### config.mk
export PLATFORM = sky130hd
export DESIGN_NAME = cal_ctrl_fsm
export DESIGN_NICKNAME = d
export VERILOG_FILES = /design/src/rtl/cal_pkg.sv /design/src/rtl/cal_timeout_cnt.sv /design/src/rtl/cal_ctrl_fsm.sv
export SDC_FILE = /design/constraint.sdc
export NUM_CORES = 1
export LEC_CHECK = 0
export BUFFER_PORTS_ARGS = -buffer_cell sky130_fd_sc_hd__buf_2
export CAP_MARGIN = 20
export CORE_AREA = 2 2 61 63
export CTS_CLUSTER_SIZE = 10
export DETAILED_ROUTE_END_ITERATION = 8
export DIE_AREA = 0 0 63 65
export GPL_TIMING_DRIVEN = 0
export MAX_ROUTING_LAYER = met4
export PLACE_DENSITY = 0.72
export SYNTH_ARGS = -nofsm -noshare
export SYNTH_HDL_FRONTEND = slang
export SYNTH_SLANG_ARGS = --single-unit
### constraint.sdc
create_clock -name clk -period 1.8 [get_ports clk]
set_clock_uncertainty 0.2 [all_clocks]
set_input_delay 0.18 -clock clk [delete_from_list [all_inputs] [get_ports clk]]
set_output_delay 0.18 -clock clk [all_outputs]
set_load 0.005 [all_outputs]
### src/rtl/cal_pkg.sv
// cal_pkg: shared state, key-code and op-code definitions for the calculator controller.
package cal_pkg;

    typedef enum logic [2:0] {
        IDLE    = 3'd0,
        ENTER_A = 3'd1,
        OP      = 3'd2,
        ENTER_B = 3'd3,
        CALC    = 3'd4,
        RESULT  = 3'd5,
        ERROR   = 3'd6
    } state_t;

    localparam logic [3:0] KEY_ADD = 4'd10;
    localparam logic [3:0] KEY_SUB = 4'd11;
    localparam logic [3:0] KEY_MUL = 4'd12;
    localparam logic [3:0] KEY_DIV = 4'd13;
    localparam logic [3:0] KEY_EQ  = 4'd14;
    localparam logic [3:0] KEY_CLR = 4'd15;

    localparam logic [1:0] OP_ADD = 2'd0;
    localparam logic [1:0] OP_SUB = 2'd1;
    localparam logic [1:0] OP_MUL = 2'd2;
    localparam logic [1:0] OP_DIV = 2'd3;

    // Operator keys are contiguous, so the op code is the offset from KEY_ADD.
    function automatic logic [1:0] key_to_op(input logic [3:0] k);
        return 2'(k - KEY_ADD);
    endfunction

endpackage

### src/rtl/cal_timeout_cnt.sv
// cal_timeout_cnt: load/enable cycle counter that flags expiry after TIMEOUT counted cycles.
module cal_timeout_cnt #(
    parameter int TIMEOUT = 64,
    parameter int TO_W    = $clog2(TIMEOUT + 1)
) (
    input  logic clk,
    input  logic rst_n,
    input  logic load,
    input  logic en,
    output logic expired
);

    logic [TO_W-1:0] cnt;

    always_ff @(posedge clk or negedge rst_n) begin
        if (!rst_n)
            cnt <= '0;
        else if (load)
            cnt <= '0;
        else if (en && !expired)
            cnt <= cnt + 1'b1;
    end

    assign expired = cnt == TO_W'(TIMEOUT - 1);

endmodule

### src/rtl/cal_ctrl_fsm.sv
// cal_ctrl_fsm: decodes keypad events into operand/operator/ALU strobes and supervises the ALU handshake.
module cal_ctrl_fsm
    import cal_pkg::*;
#(
    parameter int DIGITS  = 2,
    parameter int TIMEOUT = 64,
    parameter int CNT_W   = $clog2(DIGITS + 1),
    parameter int TO_W    = $clog2(TIMEOUT + 1)
) (
    input  logic             clk,
    input  logic             rst_n,
    input  logic             key_valid,
    input  logic [3:0]       key_code,
    input  logic             calc_done,
    input  logic             calc_err,
    output logic [2:0]       state,
    output logic             sel_B,
    output logic             digit_load,
    output logic             digit_shift,
    output logic [3:0]       digit_val,
    output logic             op_load,
    output logic [1:0]       op_code,
    output logic             calc_en,
    output logic             res_to_A,
    output logic             clr_all,
    output logic             err,
    output logic [CNT_W-1:0] digit_cnt
);

    state_t           state_r, state_n;
    logic             pend, pend_n;
    logic [1:0]       pend_op, pend_op_n;
    logic             sel_b_n, load_n, shift_n, opl_n, calc_n, res_n, clr_n;
    logic [3:0]       dval_n;
    logic [1:0]       opc_n;
    logic [CNT_W-1:0] cnt_n;
    logic             dig, opk, eq, clr, room, expired;

    assign dig  = key_valid && key_code < KEY_ADD;
    assign opk  = key_valid && key_code >= KEY_ADD && key_code <= KEY_DIV;
    assign eq   = key_valid && key_code == KEY_EQ;
    assign clr  = key_valid && key_code == KEY_CLR;
    assign room = digit_cnt < CNT_W'(DIGITS);

    cal_timeout_cnt #(.TIMEOUT(TIMEOUT), .TO_W(TO_W)) u_timeout (
        .clk     (clk),
        .rst_n   (rst_n),
        .load    (state_r != CALC),
        .en      (1'b1),
        .expired (expired)
    );

    always_comb begin
        state_n   = state_r;
        pend_n    = pend;
        pend_op_n = pend_op;
        sel_b_n   = sel_B;
        dval_n    = digit_val;
        opc_n     = op_code;
        cnt_n     = digit_cnt;
        load_n    = 1'b0;
        shift_n   = 1'b0;
        opl_n     = 1'b0;
        calc_n    = 1'b0;
        res_n     = 1'b0;
        clr_n     = 1'b0;
        if (clr) begin
            clr_n   = 1'b1;
            cnt_n   = '0;
            pend_n  = 1'b0;
            sel_b_n = 1'b0;
            state_n = IDLE;
        end else begin
            case (state_r)
                IDLE, RESULT: begin
                    if (dig) begin
                        load_n  = 1'b1;
                        sel_b_n = 1'b0;
                        dval_n  = key_code;
                        cnt_n   = CNT_W'(1);
                        state_n = ENTER_A;
                    end else if (opk) begin
                        opl_n   = 1'b1;
                        opc_n   = key_to_op(key_code);
                        state_n = OP;
                    end else if (eq && state_r == RESULT) begin
                        calc_n  = 1'b1;
                        state_n = CALC;
                    end
                end
                ENTER_A, ENTER_B: begin
                    if (dig) begin
                        shift_n = room;
                        dval_n  = room ? key_code : digit_val;
                        cnt_n   = room ? digit_cnt + 1'b1 : digit_cnt;
                    end else if (opk && state_r == ENTER_A) begin
                        opl_n   = 1'b1;
                        opc_n   = key_to_op(key_code);
                        cnt_n   = '0;
                        state_n = OP;
                    end else if ((opk || eq) && state_r == ENTER_B) begin
                        // Operator here both launches the pending calc and queues itself for the chain.
                        calc_n    = 1'b1;
                        pend_n    = opk;
                        pend_op_n = opk ? key_to_op(key_code) : pend_op;
                        state_n   = CALC;
                    end
                end
                OP: begin
                    if (dig) begin
                        load_n  = 1'b1;
                        sel_b_n = 1'b1;
                        dval_n  = key_code;
                        cnt_n   = CNT_W'(1);
                        state_n = ENTER_B;
                    end else if (opk) begin
                        opl_n = 1'b1;
                        opc_n = key_to_op(key_code);
                    end
                end
                CALC: begin
                    if (calc_done && calc_err) begin
                        state_n = ERROR;
                    end else if (calc_done) begin
                        res_n   = 1'b1;
                        opl_n   = pend;
                        opc_n   = pend ? pend_op : op_code;
                        cnt_n   = pend ? '0 : digit_cnt;
                        pend_n  = 1'b0;
                        state_n = pend ? OP : RESULT;
                    end else if (expired) begin
                        state_n = ERROR;
                    end
                end
                ERROR: ;
                default: state_n = IDLE;
            endcase
        end
    end

    always_ff @(posedge clk or negedge rst_n) begin
        if (!rst_n) begin
            state_r     <= IDLE;
            pend        <= 1'b0;
            pend_op     <= OP_ADD;
            sel_B       <= 1'b0;
            digit_load  <= 1'b0;
            digit_shift <= 1'b0;
            digit_val   <= '0;
            op_load     <= 1'b0;
            op_code     <= OP_ADD;
            calc_en     <= 1'b0;
            res_to_A    <= 1'b0;
            clr_all     <= 1'b0;
            err         <= 1'b0;
            digit_cnt   <= '0;
        end else begin
            state_r     <= state_n;
            pend        <= pend_n;
            pend_op     <= pend_op_n;
            sel_B       <= sel_b_n;
            digit_load  <= load_n;
            digit_shift <= shift_n;
            digit_val   <= dval_n;
            op_load     <= opl_n;
            op_code     <= opc_n;
            calc_en     <= calc_n;
            res_to_A    <= res_n;
            clr_all     <= clr_n;
            err         <= state_n == ERROR;
            digit_cnt   <= cnt_n;
        end
    end

    assign state = state_r;

endmodule

==> Yosys cells after proc, flatten, opt, wreduce, memory -nomap -nowiden <==
Cells that the tools add are included.
W data, S select, Z words.
{ "totals": {"in_bits": 9, "regBits": 29} }
{ "op_classes": {"n_bitwise": 3, "mux": 74, "n_lt_le_gt_ge": 4, "eq_ne": 33, "addsub": 3, "reduce_logical": 25} }
{ "ops": {"columns": ["operator", "n"], "rows": [
  ["$mux W3", 12],
  ["$mux W1", 34],
  ["$mux W2", 15],
  ["$ne A3 B3 Y1 const B", 9],
  ["$ne A2 B2 Y1 const B", 8],
  ["$pmux W3 S5", 1],
  ["$mux W7", 2],
  ["$eq A3 B3 Y1 const B", 4],
  ["$mux W4", 3],
  ["$pmux W2 S3", 2],
  ["$reduce_and A6 Y1", 2],
  ["$logic_and A1 B1 Y1", 9],
  ["$reduce_and A9 Y1", 1],
  ["$reduce_bool A3 Y1", 3],
  ["$eq A4 B4 Y1 const B", 2],
  ["$ne A4 B4 Y1 const B", 2],
  ["$pmux W4 S2", 1],
  ["$add A7 B1 Y7 const B", 1],
  ["$eq A7 B6 Y1 const B", 1],
  ["$reduce_and A7 Y1", 1],
  ["$eq A3 B2 Y1 const B", 2],
  ["$ne A2 B1 Y1 const B", 3],
  ["$pmux W1 S2", 3],
  ["$reduce_and A5 Y1", 1],
  ["other kinds (17)", 20]
]} }

==> Longest topological paths before layout <==
{ "depth": {"ltp_word": 11, "mapped_depth": 7, "ltp_nobuf": 6} }

==> Modules after synthesis <==
A second synthesis with hierarchy kept.
{ "hier_totals": {"hier_cells": 161, "area_unflattened_um2": 1641.6} }
{ "modules_own_cells": {"columns": ["mod", "n_inst", "area_each_um2", "cells_each"], "rows": [
  ["cal_ctrl_fsm", 1, 1232.4, 123],
  ["cal_timeout_cnt", 1, 409.1, 38]
]} }

==> Least setup slack after synthesis <==
OpenSTA, ideal clock, no wires.
{ "synth_path": {"path_type": "register to register", "start": "reg u_timeout.cnt[0]", "end": "reg err", "path_slack_ns": -0.051, "stages_incl_launch_ff": 7, "arrival_ns": 1.524, "setup_ns": 0.127, "path_cell_list": "dfrtp_1 > ha_1 > and3_1 > nand4b_1 > nor3_1 > o311a_1 > nor2b_1"} }
{ "synth_via": {"elab_chain_len": 7} }
{ "synth_lines": {"columns": ["element", "line", "rtl"], "rows": [
  ["from (decl)", "cal_timeout_cnt.sv:13", "logic [TO_W-1:0] cnt;"],
  ["from (signal assigned)", "cal_timeout_cnt.sv:21", "cnt <= cnt + 1'b1;"],
  ["$eq A7 B6 Y1", "cal_timeout_cnt.sv:24", "assign expired = cnt == TO_W'(TIMEOUT - 1);"],
  ["$mux W3", "cal_ctrl_fsm.sv:131", "end else if (expired) begin"],
  ["$mux W3", "cal_ctrl_fsm.sv:124", "end else if (calc_done) begin"],
  ["$mux W3", "cal_ctrl_fsm.sv:122", "if (calc_done && calc_err) begin"],
  ["$pmux W3 S5", "cal_ctrl_fsm.sv:74", "case (state_r)"],
  ["$mux W3", "cal_ctrl_fsm.sv:67", "if (clr) begin"],
  ["named net state_n[2]", "cal_ctrl_fsm.sv:30", "state_t state_r, state_n;"],
  ["$eq A3 B3 Y1", "cal_ctrl_fsm.sv:170", "err <= state_n == ERROR;"],
  ["to (signal assigned)", "cal_ctrl_fsm.sv:155", "err <= 1'b0;"],
  ["to (signal assigned)", "cal_ctrl_fsm.sv:170", null],
  ["to (decl)", "cal_ctrl_fsm.sv:26", "output logic err,"]
]} }
The timed path passes the listed nets, and every way through them passes these cells.
A chain may end at the register's enable or synchronous reset.

==> Worst setup path in the final report <==
{ "layout_path": {"start": "reg state_r[0] (netlist: state[0])", "end": "reg err"} }
{ "layout_via": {"elab_chain_len": 8, "elab_cells_between_ends": 25, "classes_between": "eq/ne: 7; mux: 12; reduce/logical: 6"} }
{ "layout_lines": {"columns": ["element", "line", "rtl"], "rows": [
  ["from (decl)", "cal_ctrl_fsm.sv:30", null],
  ["from (signal assigned)", "cal_ctrl_fsm.sv:158", "state_r <= state_n;"],
  ["$eq A3 B2 Y1 or $eq A3 B3 Y1 (tied branches)", "cal_ctrl_fsm.sv:74, cal_ctrl_fsm.sv:101, cal_ctrl_fsm.sv:86", null],
  ["$logic_and A1 B1 Y1 (on tied branches)", "cal_ctrl_fsm.sv:101, cal_ctrl_fsm.sv:86", null],
  ["$mux W3 (on tied branches)", "cal_ctrl_fsm.sv:101, cal_ctrl_fsm.sv:86", null],
  ["$mux W3 (on tied branches)", "cal_ctrl_fsm.sv:96, cal_ctrl_fsm.sv:82", null],
  ["$mux W3 (on tied branches)", "cal_ctrl_fsm.sv:92, cal_ctrl_fsm.sv:76", null],
  ["$pmux W3 S5 (*)", "cal_ctrl_fsm.sv:74", null],
  ["$mux W3 (*)", "cal_ctrl_fsm.sv:67", null],
  ["named net state_n[2]", "cal_ctrl_fsm.sv:30", null],
  ["$eq A3 B3 Y1 (*)", "cal_ctrl_fsm.sv:170", null]
]} }
The timed path passes the listed nets; every way through them passes the cells marked *.

==> flow_summary_export.csv <==
group,metric,value,unit
place,numPlacedInstances,246,
cells_and_area,fin_util,61.8,%
run_status,violations,"setup timing",
clock_tree,clk_pin_slew,0.10,ns
clock_tree,cts-htree-levels,2,
routing,drt-pass1-iter-count,4,
yosys,yosysSeqAreaShare,44.3,%
yosys,syn_nets,183,
timing,finalWorstSetupSlack,-0.00894,ns
global_routing,grt_antenna_before_repair,0,
place,dp_hpwl,2540,um
yosys,avgSynthCellArea,9.47,um2
timing,fin_hold_ws,0.0106,ns
cells_and_area,layout_common_cells,"28 x buf_2, 28 x dfrtp_1, 14 x buf_4, 13 x nand2_1, 11 x nor2_1",
power_and_ir_drop,leakagePower,1.01,nW
routing,vias,1518,
routing,routed_wl,3920,um
yosys,synthCells,173,
clock_tree,clock_latency,0.33,ns
timing,maxSlewViolCount,0,
timing,hold_violations,0,
floorplanning,rows,22,
routing,wl_per_cell,14.4,um
cells_and_area,fin_cells,272,
setup_path,crit_fanout,10,
floorplanning,core_area,3500,um2
clock_tree,clock-sinks,29,
timing,finalSetupViolCount,1,
timing,slew_headroom,56.3,%
place,gp_congestion,0.902,
setup_path,crit_type,"reg2reg",
cells_and_area,nets,233,
routing,dr.first_iter.drc_count,118,
routing,viasPerCell,5.58,
clock_tree,cts_max_path_buffers,2,
timing,clock.fmax,0.553,GHz
yosys,syn_area,1640,um2
global_routing,grt_max_degree,30,
yosys,synth_seq_cells,29,
global_routing,overflow,0,
global_routing,grt_pass1_wl,6490,um
timing,finalCritPeriodShare,100,%
place,numPortBuffers,25,
worst_hold_path,hold_class,"in2reg",
clock_tree,cts_root_buf,"clkbuf_4",
floorplanning,pin_count,28,
routing,antenna_left,0,
setup_path,endpoint_kind,"register",
floorplanning,start_util,46.9,%
floorplanning,dieArea,4100,um2
cells_and_area,antenna_cells,0,
global_routing,grt_usage,20.8,%
yosys,synthDistinctLibCells,53,
clock_tree,cts_buffers,5,
setup_path,cp.required,1.83,ns
global_routing,grt_pass1_vias,1450,
floorplanning,die_width,63,um
routing,drc,0,
floorplanning,die_h,65,um
timing,rsz0062_at_grt,"yes",
power_and_ir_drop,power_density,1230,nW/um2
cells_and_area,drive_above_1_share,37.9,%
timing,tightest_slew,0.655,ns
timing,period_needed,1.81,ns
run_status,status,"complete, but fails checks",
clock_tree,cts_tree,"done",
run,drv_cap,0,
power_and_ir_drop,vdd_ir_drop_max,0.471,mV
setup_path,crit_path_start_kind,"register",
setup_path,critical_path_arrival,1.83,ns
cells_and_area,area_delta_synth_final,31.8,%
yosys,ys_warn_count,0,
## sequential cells by signal, indices dropped and copies added (netlist names), 2 cells and up
name / cells
digit_cnt: 2
digit_val: 4
op_code: 2
pend_op: 2
state: 3
u_timeout.cnt: 7
## cell type report
class | count | area (um2)
buffer | 11 | 87.6
clock buffer | 7 | 65.1
clock inverter | 1 | 5.00
fill | 293 | 1340
inverter | 7 | 26.3
multi-input combinational | 126 | 912
sequential | 29 | 727
tap | 48 | 60.1
timing repair buffer | 43 | 278
## metrics by stage
stage	worst slack (ns)	TNS (ns)	area, um2	total power, mW
floorplan	0.00290	0	1650	1.66
global placement	-0.175	-0.847	1830	1.97
detailed placement	-0.171	-0.861	1830	1.99
CTS	-0.0261	-0.0287	2030	2.50
global route	-0.0865	-0.379	2160	2.84
finish	-0.00894	-0.00894	2160	2.66
## cell usage after synthesis (all sizes together)
cell | instances | area share (%)
nor2b | 8 | 3.1
nand4b | 1 | 0.53
dfrtp | 29 | 44
a21o | 2 | 0.92
xnor2 | 2 | 1.1
clkbuf | 1 | 0.23
a32o | 1 | 0.61
nor2 | 13 | 3.3
o311a | 1 | 0.61
o21a | 2 | 0.92
o21ai | 12 | 4.4
a31oi | 7 | 2.7
or2 | 2 | 0.92
mux2i | 2 | 1.2
a21boi | 1 | 0.46
a22oi | 1 | 0.46
a21oi | 8 | 2.4
nor3 | 5 | 1.8
buf | 10 | 3.6
o211a | 1 | 0.61
nand2b | 4 | 1.5
nor3b | 1 | 0.76
a221oi | 1 | 0.53
o311ai | 1 | 0.53
mux2 | 8 | 5.5
a2bb2oi | 1 | 0.53
o22a | 1 | 0.53
nand2 | 14 | 3.2
or3 | 1 | 0.38
ha | 1 | 0.76
o31ai | 1 | 0.46
o2111ai | 1 | 0.53
a211oi | 1 | 0.46
a32oi | 1 | 0.53
nand4 | 1 | 0.38
nor4b | 1 | 0.53
and2 | 1 | 0.38
o41ai | 1 | 0.53
nand3 | 9 | 3.1
xor2 | 2 | 1.1
inv | 7 | 1.6
and3 | 4 | 1.5
a221o | 1 | 0.61
## layer usage
layer  routed length [um]  GRT usage (%)  share of wire [%]  vias to the layer above
li1                     -              -                  -                      726
met1                 1630           23.3                 41                      735
met2                 2020           35.4                 52                       46
met3                  181           5.90                4.6                       11
met4                   89           8.33                2.3                        0
met5                    0              -                  0                        -
## path summary, 6_finish.rpt
| check | slack [ns] | start | end | cells past startpoint |
|---|---|---|---|---|
| worst min-delay path | 0.01 | key_code[2] | calc_en$_DFF_PN0_ | 3 |
| worst max register to register | -0.009 | state[0]$_DFF_PN0_ | err$_DFF_PN0_ | 5 |
| worst max-delay path | -0.009 | state[0]$_DFF_PN0_ | err$_DFF_PN0_ | 5 |
| min in group asynchronous | 0.21 | rst_n | clr_all$_DFF_PN0_ | 2 |
| max in group asynchronous | 0.71 | rst_n | pend$_DFFE_PN0P_ | 2 |
| worst min register to register | 0.31 | op_code[1]$_DFFE_PN0P_ | op_code[1]$_DFFE_PN0P_ | 1 |
## cells by family (layout without fill, tap and decap cells)
logic type               count (synthesis)  in the layout  share of synthesized area [%]
adder cells (fa/ha/maj)                  1              1                          0.763
XOR/XNOR                                 4              4                           2.14
flip-flops                              29             29                           44.3
AND/OR/NAND/NOR                         65             65                           21.4
buffers and inverters                   18             69                           5.42
AO/OA/AOI/OAI                           46             46                           19.3
multiplexers                            10             10                           6.72
## critical path, stage by stage (launching register included)
cell	delay [ns]
dfrtp_1	0.44
buf_6	0.17
o41ai_2	0.31
a21oi_1	0.07
o311a_1	0.38
nor2b_1	0.14
## where the power goes
part	internal [mW]	total, mW	switching, mW
registers	0.833	0.956	0.123
clock network	0.226	0.450	0.223
logic	0.618	1.25	0.633
## what timing repair did
action	CTS	global route
setup buffers	6	5
pin swaps	1	5
endpoints found under the setup margin	17	19
gates resized for setup	7	22
hold endpoints to repair	35	1
cloned	0	0
hold buffers	6	1
(Power assumes the default switching activity.)
